### src/rtl/decode_issue_queue_if.sv
// ----------------------------------------------------------------------------
// decode_issue_queue_if
//   Handshake bundle between the decode stage and the execute stage around the
//   decode/issue queue.
//   master : decode/execute side (drives in_valid, in_hazard, in_payload,
//            out_ready; observes in_ready, out_valid, out_payload)
//   slave  : the queue itself
// ----------------------------------------------------------------------------
interface decode_issue_queue_if #(
    parameter int PAYLOAD_W = 128
);
    logic                 in_valid;
    logic                 in_hazard;
    logic [PAYLOAD_W-1:0] in_payload;
    logic                 in_ready;
    logic                 out_valid;
    logic [PAYLOAD_W-1:0] out_payload;
    logic                 out_ready;

    modport master (
        output in_valid, in_hazard, in_payload, out_ready,
        input  in_ready, out_valid, out_payload
    );

    modport slave (
        input  in_valid, in_hazard, in_payload, out_ready,
        output in_ready, out_valid, out_payload
    );
endinterface

### src/rtl/decode_issue_queue.sv
// ----------------------------------------------------------------------------
// decode_issue_queue
//   In-order buffer of DEPTH decoded-instruction bundles sitting between decode
//   and execute. Valid/ready on both sides, hazard bubble insertion, flush on
//   redirect, and a saturating counter of cycles where execute was ready but
//   received a NOP (empty queue presents an all-zero bundle).
// Ports
//   clk        : clock, rising edge
//   rst        : synchronous reset, active low
//   bus        : decode/execute handshake bundle (slave side)
//   flush      : discard all queued entries on this edge
//   count      : current occupancy 0..DEPTH
//   bubble_cnt : saturating count of ready-but-empty cycles
// ----------------------------------------------------------------------------
module decode_issue_queue #(
    parameter int PAYLOAD_W = 128,
    parameter int DEPTH     = 2,
    parameter int CNT_W     = 16
) (
    input  logic                     clk,
    input  logic                     rst,
    decode_issue_queue_if.slave      bus,
    input  logic                     flush,
    output logic [$clog2(DEPTH):0]   count,
    output logic [CNT_W-1:0]         bubble_cnt
);
    localparam int PTR_W = $clog2(DEPTH);
    localparam int OCC_W = PTR_W + 1;

    typedef enum logic [1:0] {
        ST_EMPTY   = 2'd0,
        ST_PARTIAL = 2'd1,
        ST_FULL    = 2'd2
    } state_t;

    state_t               state_q;
    logic [PTR_W-1:0]     wr_ptr_q;
    logic [PTR_W-1:0]     rd_ptr_q;
    logic [OCC_W-1:0]     count_q;
    logic [OCC_W-1:0]     count_d;
    logic [CNT_W-1:0]     bubble_q;
    logic [PAYLOAD_W-1:0] mem_q [DEPTH];

    logic in_ready_w;
    logic out_valid_w;
    logic push;
    logic pop;

    // Occupancy state drives the handshakes; out_ready never feeds in_ready.
    always_comb begin
        out_valid_w = (state_q != ST_EMPTY);
        in_ready_w  = (state_q != ST_FULL) & ~bus.in_hazard & ~flush;
        push        = bus.in_valid & in_ready_w;
        // A flush edge discards everything, so nothing is considered consumed.
        pop         = out_valid_w & bus.out_ready & ~flush;
        count_d     = count_q + OCC_W'(push) - OCC_W'(pop);
    end

    assign bus.in_ready    = in_ready_w;
    assign bus.out_valid   = out_valid_w;
    // Empty queue hands execute a NOP; stale storage after a flush is masked here.
    assign bus.out_payload = out_valid_w ? mem_q[rd_ptr_q] : '0;
    assign count           = count_q;
    assign bubble_cnt      = bubble_q;

    // Occupancy FSM, pointers and bubble counter.
    always_ff @(posedge clk) begin
        if (!rst) begin
            state_q  <= ST_EMPTY;
            wr_ptr_q <= '0;
            rd_ptr_q <= '0;
            count_q  <= '0;
            bubble_q <= '0;
        end else begin
            // Bubble accounting survives flushes.
            if (bus.out_ready && !out_valid_w && (bubble_q != '1)) begin
                bubble_q <= bubble_q + CNT_W'(1);
            end

            if (flush) begin
                state_q  <= ST_EMPTY;
                wr_ptr_q <= '0;
                rd_ptr_q <= '0;
                count_q  <= '0;
            end else begin
                // Power-of-two depth: pointers wrap naturally.
                if (push) wr_ptr_q <= wr_ptr_q + PTR_W'(1);
                if (pop)  rd_ptr_q <= rd_ptr_q + PTR_W'(1);
                count_q <= count_d;
                if (count_d == '0) begin
                    state_q <= ST_EMPTY;
                end else if (count_d == OCC_W'(DEPTH)) begin
                    state_q <= ST_FULL;
                end else begin
                    state_q <= ST_PARTIAL;
                end
            end
        end
    end

    // Entry storage: one register bank per slot, written when the write
    // pointer selects it.
    generate
        for (genvar gi = 0; gi < DEPTH; gi++) begin : g_entry
            always_ff @(posedge clk) begin
                if (!rst) begin
                    mem_q[gi] <= '0;
                end else if (push && (wr_ptr_q == PTR_W'(gi))) begin
                    mem_q[gi] <= bus.in_payload;
                end
            end
        end
    endgenerate

endmodule
### src/flat_wrapper.sv
// flat-port wrapper written by rule: the top's interface ports become plain ports
module decode_issue_queue_flat 
#(
    parameter int PAYLOAD_W = 128,
    parameter int DEPTH     = 2,
    parameter int CNT_W     = 16
)
  (clk, rst, flush, count, bubble_cnt, bus_in_valid, bus_in_hazard, bus_in_payload, bus_out_ready, bus_in_ready, bus_out_valid, bus_out_payload);
  decode_issue_queue_if #(.PAYLOAD_W(PAYLOAD_W)) bus_i ();
  input  logic clk;
  input  logic rst;
  input  logic flush;
  output logic [$clog2(DEPTH):0] count;
  output logic [CNT_W-1:0] bubble_cnt;
  input wire logic [$bits(bus_i.in_valid)-1:0] bus_in_valid;
  input wire logic [$bits(bus_i.in_hazard)-1:0] bus_in_hazard;
  input wire logic [$bits(bus_i.in_payload)-1:0] bus_in_payload;
  input wire logic [$bits(bus_i.out_ready)-1:0] bus_out_ready;
  output wire logic [$bits(bus_i.in_ready)-1:0] bus_in_ready;
  output wire logic [$bits(bus_i.out_valid)-1:0] bus_out_valid;
  output wire logic [$bits(bus_i.out_payload)-1:0] bus_out_payload;
  assign bus_i.in_valid = bus_in_valid;
  assign bus_i.in_hazard = bus_in_hazard;
  assign bus_i.in_payload = bus_in_payload;
  assign bus_i.out_ready = bus_out_ready;
  assign bus_in_ready = bus_i.in_ready;
  assign bus_out_valid = bus_i.out_valid;
  assign bus_out_payload = bus_i.out_payload;
  decode_issue_queue #(.PAYLOAD_W(PAYLOAD_W), .DEPTH(DEPTH), .CNT_W(CNT_W)) u_core (.clk(clk), .rst(rst), .bus(bus_i), .flush(flush), .count(count), .bubble_cnt(bubble_cnt));
endmodule
### config.mk
export PLATFORM = sky130hd
export DESIGN_NAME = decode_issue_queue_flat
export DESIGN_NICKNAME = d
export VERILOG_FILES = /design/src/rtl/decode_issue_queue_if.sv /design/src/rtl/decode_issue_queue.sv /design/src/flat_wrapper.sv
export SDC_FILE = /design/constraint.sdc
export NUM_CORES = 1
export LEC_CHECK = 0
export ABC_CLOCK_PERIOD_IN_PS = 12350
export CAP_MARGIN = 0
export CORE_ASPECT_RATIO = 2
export CORE_MARGIN = 5
export CORE_UTILIZATION = 55
export CTS_CLUSTER_SIZE = 24
export DETAILED_ROUTE_END_ITERATION = 10
export HOLD_SLACK_MARGIN = 0.15
export PLACE_DENSITY = 0.95
export SLEW_MARGIN = 5
export SYNTH_ARGS = -nofsm -noshare
export SYNTH_HDL_FRONTEND = slang
export SYNTH_SLANG_ARGS = --single-unit
### constraint.sdc
create_clock -name clk -period 12.35 [get_ports clk]
set_input_delay 1.235 -clock clk [delete_from_list [all_inputs] [get_ports clk]]
set_output_delay 1.235 -clock clk [all_outputs]
set_load 0.05 [all_outputs]
==> out/results.tsv, run 1 <==
stage	metric	value	unit
detailed_routing	routed_wl	29800	um
global_routing	antenna_found_initial	11	
pwr	vdd_drop_max	144	uV
clocking	cts_resized	0	
critical_path	endpoint_kind	primary output	
pwr	p_comb_share	7.8	%
logic_synthesis	synth-edff-count	256	
critical_path	slowest_stage	buf_4	
critical_path	arrival	3.50	ns
clocking	post-cts-setup-buffers	0	
sta	period_minus_slack	4.74	ns
global_routing	first_global_vias	8682	
run_status	outcome	completed	
detailed_routing	wl_per_cell	19.6	um
sta	hold_violations	0	
logic_synthesis	ys_types	39	
critical_path	critical_path_buf_inv_count	2	
logic_synthesis	ys.warnings.count	0	
sta	clock_skew	0.00958	ns
detailed_routing	vias	8235	
global_routing	grt_pass1_wl	45100	um
placement	placed_area	0.0155	mm^2
run	maxCapViolCount	0	
logic_synthesis	ys_async_sr_fraction	0	%
floorplan	ios	282	
sta	setup_viol	0	
pwr	power_density	122	mW/mm^2
clocking	cts_max_path_buffers	3	
sta	holdWs	0.523	ns
clocking	root_buffer	clkbuf_16	
logic_synthesis	syn_area_per_cell	12.9	um^2
logic_synthesis	synth_fp_nets	1101	
pwr	clkPwrFrac	37.8	%
clocking	clk_latency	0.53	ns
logic_synthesis	ys_seq_area_share	65.4	%
sta	rsz0062_at_grt	false	
sta	worstMarginPinSlew	1.12	ns
pwr	leakagePower	0.00560	uW
placement	port_buffers	281	
floorplan	die_y	223	um
logic_synthesis	synth_ff_type	edfxtp_1	
pwr	power_frac_seq	54.4	%
pwr	switching_share	22.0	%
logic_synthesis	synthesis.area	0.0125	mm^2
detailed_routing	detail_route.vias_per_cell	5.41	
floorplan	initial_core_util	55.2	%
sta	maxClockFrequency	0.211	GHz
finish	fillers	1480	
critical_path	cp_slowest_stage_delay	0.85	ns
detailed_routing	drt_pre_antenna_iters	5	
worst_hold_path	min_path_type	register to register	
critical_path	start_kind	register	
clocking	htree_levels	1	
critical_path	critical_path_class	register to primary output	
pwr	power_switching	437	uW
sta	fin_setup_tns	0	ns
sta	max_slew_margin	25.3	%
placement	gp_congestion	0.884	
critical_path	path_cells	buf_4, mux2i_1, nor2_1, clkdlybuf4s50_1	
finish	fin_area	0.0163	mm^2
floorplan	row_count	78	
pwr	power	1990	uW
placement	dp.cells	1472	
clocking	path_clk_slew	0.07	ns
global_routing	grt_usage	22.6	%
clocking	cts_tree	done	
logic_synthesis	syn_inst	964	
clocking	clock-sinks	279	
finish	nNetsFinal	1355	
critical_path	required	11.11	ns
finish	instances_no_fill	1523	
floorplan	die_x	116	um
detailed_routing	ant_nets	0	
global_routing	grt_max_degree	129	
floorplan	coreArea	0.0225	mm^2
floorplan	die_area	0.0259	mm^2
sta	fin_crit_sh	38.4	%
detailed_routing	drt_iter0_drc	379	
placement	dp_hpwl	20100	um
critical_path	critPathTopFamily	buffers and inverters	
logic_synthesis	synth_seq_cells	279	
detailed_routing	drt_drc_violations_left	0	
finish	drive_gt1_share	4.29	%
sta	slew_violations	0	
clocking	hold_buffers	0	
clocking	cts_buffers	24	
critical_path	critPathMaxFanout	57	
pwr	power.internal	1550	uW
finish	area_delta_synth_final	30.5	%
global_routing	grt_overflow	0	
worst reg2reg max path: stages (launching register included):
cell	delay, ns
dfxtp_1	0.40
inv_1	0.11
a2111oi_4	0.50
nand2b_1	0.19
nand2_4	0.73
buf_4	0.82
Yosys cell counts, drive strengths merged, types with 6 or more instances:
master  instances  area, um^2
or4             6        45.0
and2          256        1600
nand2          12        45.0
nand3           6        30.0
o31ai           7        52.6
clkbuf         31         116
buf            30         138
dfxtp          23         460
edfxtp        256        7690
a21oi          10        50.1
inv             9        33.8
mux2i         130        1300
nor2          140         526
metal layers:
metal	track usage (%)	share of wire (%)	up-vias
met5	0	0.11	-
met4	13.2	6.0	6
met3	3.90	5.8	107
met2	41.0	55	283
met1	23.5	33	3956
li1	-	-	3883
worst paths after layout:
kind | start | end | slack, ns | depth (start not counted)
setup / recovery | register | bus_out_payload[92] | 7.61 | 4
hold / removal | u_core.rd_ptr_q | u_core.rd_ptr_q | 0.52 | 2
setup reg to reg | u_core.state_q[0] | u_core.mem_q[0][60] | 9.17 | 5
hold reg to reg | u_core.rd_ptr_q | u_core.rd_ptr_q | 0.52 | 2
state kept, by name, indices dropped and copies added (netlist names), named ones only:
register	flops
u_core.mem_q	256
u_core.bubble_cnt	16
u_core.count	2
u_core.state_q	2
u_core.rd_ptr_q	1
u_core.wr_ptr_q	1
stage by stage:
step           utilization, %  worst slack [ns]
2_1_floorplan               -              7.41
3_3_place_gp             68.6              8.08
3_5_place_dp             68.6              8.00
4_1_cts                  72.0              7.57
5_1_grt                  72.1              7.39
6_report                 72.1              7.61
power by group through the flow:
| stage | combinational, uW | clock, uW | sequential [uW] |
|---|---|---|---|
| 2_1_floorplan | 73.0 | 0 | 1110 |
| 3_3_place_gp | 151 | 0 | 1100 |
| 3_5_place_dp | 155 | 0 | 1100 |
| 4_1_cts | 157 | 765 | 1080 |
| 5_1_grt | 165 | 796 | 1090 |
| 6_report | 155 | 752 | 1080 |
cells by family (layout without fill, tap and decap cells):
logic type	after synthesis	count (layout)	share of synthesized area, %
AO/OA/AOI/OAI	30	30	1.73
XOR/XNOR	3	3	0.211
adder cells (fa/ha/maj)	3	3	0.301
buffers and inverters	70	341	2.31
flip-flops	279	279	65.4
multiplexers	130	130	10.4
other	0	8	0
AND/OR/NAND/NOR	449	449	19.6
final cells by class:
cell class                      count  area, um^2  area share, %
Antenna cell                        8        20.0          0.123
Clock buffer                       27         633           3.89
Tap cell                          280         350           2.16
Sequential cell                   279        8150           50.1
Inverter                            9        33.8          0.208
Multi-Input combinational cell    615        4050           24.9
Timing Repair Buffer              289        2870           17.7
Clock inverter                     16         145          0.893
cells in the final DEF (no fill, tap or decap), types with 2 or more instances in the layout:
master / n
a211oi_1: 2
a21oi_1: 10
and2_1: 256
and4_1: 2
buf_4: 8
bufinv_16: 2
clkbuf_1: 2
clkbuf_16: 25
clkdlybuf4s50_1: 281
clkinv_1: 3
clkinv_2: 5
clkinvlp_4: 3
dfxtp_1: 22
diode_2: 8
edfxtp_1: 256
ha_1: 3
inv_1: 9
inv_6: 2
mux2i_1: 130
nand2_1: 10
nand2_4: 2
nand2b_1: 5
nand3_1: 6
nand4_1: 4
nor2_1: 139
nor3_1: 5
nor4_1: 3
o21ai_0: 4
o31ai_1: 7
or3_1: 2
or4_1: 6
xor2_1: 2
Power figures use the tool's default switching activity.
==> inputs of run 2 (changes only) <==
--- a/config.mk
+++ b/config.mk
@@ -5,15 +5,15 @@
 export SDC_FILE = /design/constraint.sdc
 export NUM_CORES = 1
 export LEC_CHECK = 0
-export ABC_CLOCK_PERIOD_IN_PS = 12350
+export ABC_CLOCK_PERIOD_IN_PS = 4500
 export CAP_MARGIN = 0
 export CORE_ASPECT_RATIO = 2
 export CORE_MARGIN = 5
-export CORE_UTILIZATION = 55
+export CORE_UTILIZATION = 51
 export CTS_CLUSTER_SIZE = 24
 export DETAILED_ROUTE_END_ITERATION = 10
 export HOLD_SLACK_MARGIN = 0.15
-export PLACE_DENSITY = 0.95
+export PLACE_DENSITY = 0.91
 export SLEW_MARGIN = 5
 export SYNTH_ARGS = -nofsm -noshare
 export SYNTH_HDL_FRONTEND = slang
==> constraint.sdc (replaced) <==
create_clock -name clk -period 4.5 [get_ports clk]
set_input_delay 0.45 -clock clk [delete_from_list [all_inputs] [get_ports clk]]
set_output_delay 0.45 -clock clk [all_outputs]
set_load 0.05 [all_outputs]
==> run 2 against run 1 <==
  * Non-clock buffer count increased by 3
  * Global-route usage decreased by 1.7 points
  * Largest cell class unchanged
  * Critical path depth unchanged
  * Register-to-register slack got worse by 7.3 ns
  * Via count decreased by 1.4%
  * Sequential power increased to 2.8 times the previous value
  * Core utilization decreased by 5.0 points
==> out/results.tsv, run 2 (synthesis results as in run 1) <==
stage	metric	value	unit	change
run_status	outcome	completed		
finish	layout_common_cells	clkdlybuf4s50_1 (281), and2_1 (256), edfxtp_1 (256), nor2_1 (139), mux2i_1 (130)		
pwr	vdd_drop_max	336	uV	+130%
detailed_routing	drt_drc_violations_left	0		unchanged
placement	gp_congestion	0.837		-5.3%
critical_path	path_cells	buf_12, mux2i_1, nor2_1, clkdlybuf4s50_1		
critical_path	r2r_slack	1.87	ns	-7.30 ns
critical_path	regToRegStartpoint	u_core.state_q[0]		
detailed_routing	ant_nets	0		unchanged
placement	pre_cts_slack	1.46	ns	-6.54 ns
clocking	cts_max_path_buffers	3		unchanged
finish	fillers	1732		+17%
sta	fin_setup_tns	0	ns	unchanged
placement	dp_hpwl	20300	um	+0.79%
sta	fin_crit_sh	73.7	%	
floorplan	row_count	81		+3.8%
clocking	hold_buffers	0		unchanged
sta	maxClockFrequency	0.301	GHz	
sta	slew_violations	0		unchanged
global_routing	grt_pass1_wl	45400	um	+0.61%
clocking	clock-sinks	279		unchanged
floorplan	die_x	120	um	+3.5%
floorplan	die_y	231	um	+3.7%
floorplan	initial_core_util	51.2	%	-4.0 points
clocking	path_clk_slew	0.07	ns	about the same
detailed_routing	wl_per_cell	19.4	um	-0.80%
critical_path	start_kind	register		
global_routing	grt_overflow	0		unchanged
finish	multi_input_area	0.00405	mm^2	unchanged
sta	setup_viol	0		unchanged
floorplan	ios	282		unchanged
clocking	cts_tree	done		
critical_path	cp_slowest_stage_delay	0.84	ns	about the same
finish	area_delta_synth_final	31.2	%	
detailed_routing	detail_route.vias_per_cell	5.29		-2.2%
finish	layout_commonest_cell	clkdlybuf4s50_1		
detailed_routing	routed_wl	29800	um	about the same
pwr	leakagePower	0.00562	uW	+0.42%
worst_hold_path	min_path_type	register to register		
critical_path	required	4.05	ns	-7.06 ns
sta	hold_violations	0		unchanged
worst_hold_path	hold_path_depth	2		unchanged
finish	largest_reg_flops	256		unchanged
placement	port_buffers	281		unchanged
clocking	post-cts-setup-buffers	0		unchanged
worst_hold_path	holdPathEnd	u_core.rd_ptr_q		
detailed_routing	drt_pre_antenna_iters	5		unchanged
finish	drive_gt1_share	4.28	%	-0.010 points
detailed_routing	drt_iter0_drc	539		+42%
floorplan	die_area	0.0278	mm^2	+7.3%
clocking	root_buffer	clkbuf_16		
sta	max_slew_margin	46.6	%	+21 points
floorplan	coreArea	0.0243	mm^2	+7.9%
finish	nNetsFinal	1358		+0.22%
pwr	power_density	331	mW/mm^2	+170%
critical_path	endpoint_kind	primary output		
critical_path	critical_path_class	register to primary output		
clocking	cts_buffers	24		unchanged
global_routing	first_global_vias	8601		-0.93%
sta	period_minus_slack	3.32	ns	
detailed_routing	vias	8119		-1.4%
worst_hold_path	min-delay-start	u_core.rd_ptr_q		
finish	seqCellArea	0.00815	mm^2	unchanged
critical_path	critical_path_buf_inv_count	2		unchanged
critical_path	rr_endpoint	u_core.mem_q[0][6]		
critical_path	slowest_stage	clkdlybuf4s50_1		
finish	largest_register	u_core.mem_q		
clocking	htree_levels	1		unchanged
critical_path	critPathTopFamily	buffers and inverters		
clocking	cts_resized	0		unchanged
sta	rsz0062_at_grt	false		
run	maxCapViolCount	0		unchanged
global_routing	grt_usage	20.8	%	-1.7 points
sta	clock_skew	0.0105	ns	+0.000963 ns
critical_path	arrival	2.87	ns	-0.63 ns
sta	worstMarginPinSlew	0.801	ns	-0.320 ns
global_routing	antenna_found_initial	7		-4
global_routing	grt_max_degree	129		unchanged
critical_path	reg2reg_depth	5		unchanged
clocking	clk_latency	0.51	ns	-0.02 ns
sta	setup_slack	1.18	ns	-6.43 ns
critical_path	critPathMaxFanout	40		-30%
==> run 2: per-stage QoR <==
step / util [%] / area [um^2] / power (uW) / cells / hold slack, ns
2_1_floorplan: - / 12500 / 3240 / 964 / 0.472
4_1_cts: 67.1 / 16300 / 5460 / 1528 / 0.512
3_5_place_dp: 64.0 / 15600 / 3460 / 1485 / 0.493
5_1_grt: 67.2 / 16300 / 5590 / 1535 / 0.543
6_report: 67.2 / 16300 / 5410 / 1535 / 0.514
3_3_place_gp: 64.0 / 15600 / 3440 / 1485 / 0.483
==> run 2: area by class of cell <==
type                    instances  share of cell area (%)
diodes                          7                   0.107
clock buffers                  35                    4.18
clock inverters                 8                   0.475
inverters                       9                   0.207
multi-input cells             615                    24.8
flip-flops and latches        279                    49.9
well taps                     290                    2.22
repair buffers                292                    18.1
==> run 2: power by group <==
group,leakage [uW],internal (uW),switching [uW]
registers,0.00285,2940,35.6
clock network,0.000367,1120,891
logic,0.00241,189,238
total,0.00562,4250,1160
==> run 2: how the worst max path moves through the flow <==
stage | startpoint | end | slack [ns] | depth (start not counted)
5_1_grt | register | bus_out_payload[64] | 1.05 | 4
4_1_cts | register | bus_out_payload[85] | 1.12 | 4
2_1_floorplan | bus_in_hazard | u_core.mem_q[0][0] | 0.35 | 3
6_report | register | bus_out_payload[99] | 1.18 | 4
3_3_place_gp | bus_in_hazard | u_core.mem_q[0][5] | 1.54 | 5
3_5_place_dp | flush | u_core.mem_q[0][125] | 1.46 | 5
==> run 2: worst reg2reg max path, stage by stage (launching register included) <==
cell	delay [ns]
dfxtp_1	0.39
inv_1	0.11
a2111oi_4	0.49
nand2b_1	0.19
nand2_4	0.53
buf_12	0.50
==> run 2: metal layers <==
metal / vias to the layer above / track usage [%] / wire length (um)
li1: 3886 / - / -
met1: 3869 / 21.7 / 10300
met2: 279 / 38.0 / 16300
met3: 85 / 3.46 / 1530
met4: 0 / 13.4 / 1740
met5: - / 0 / 0
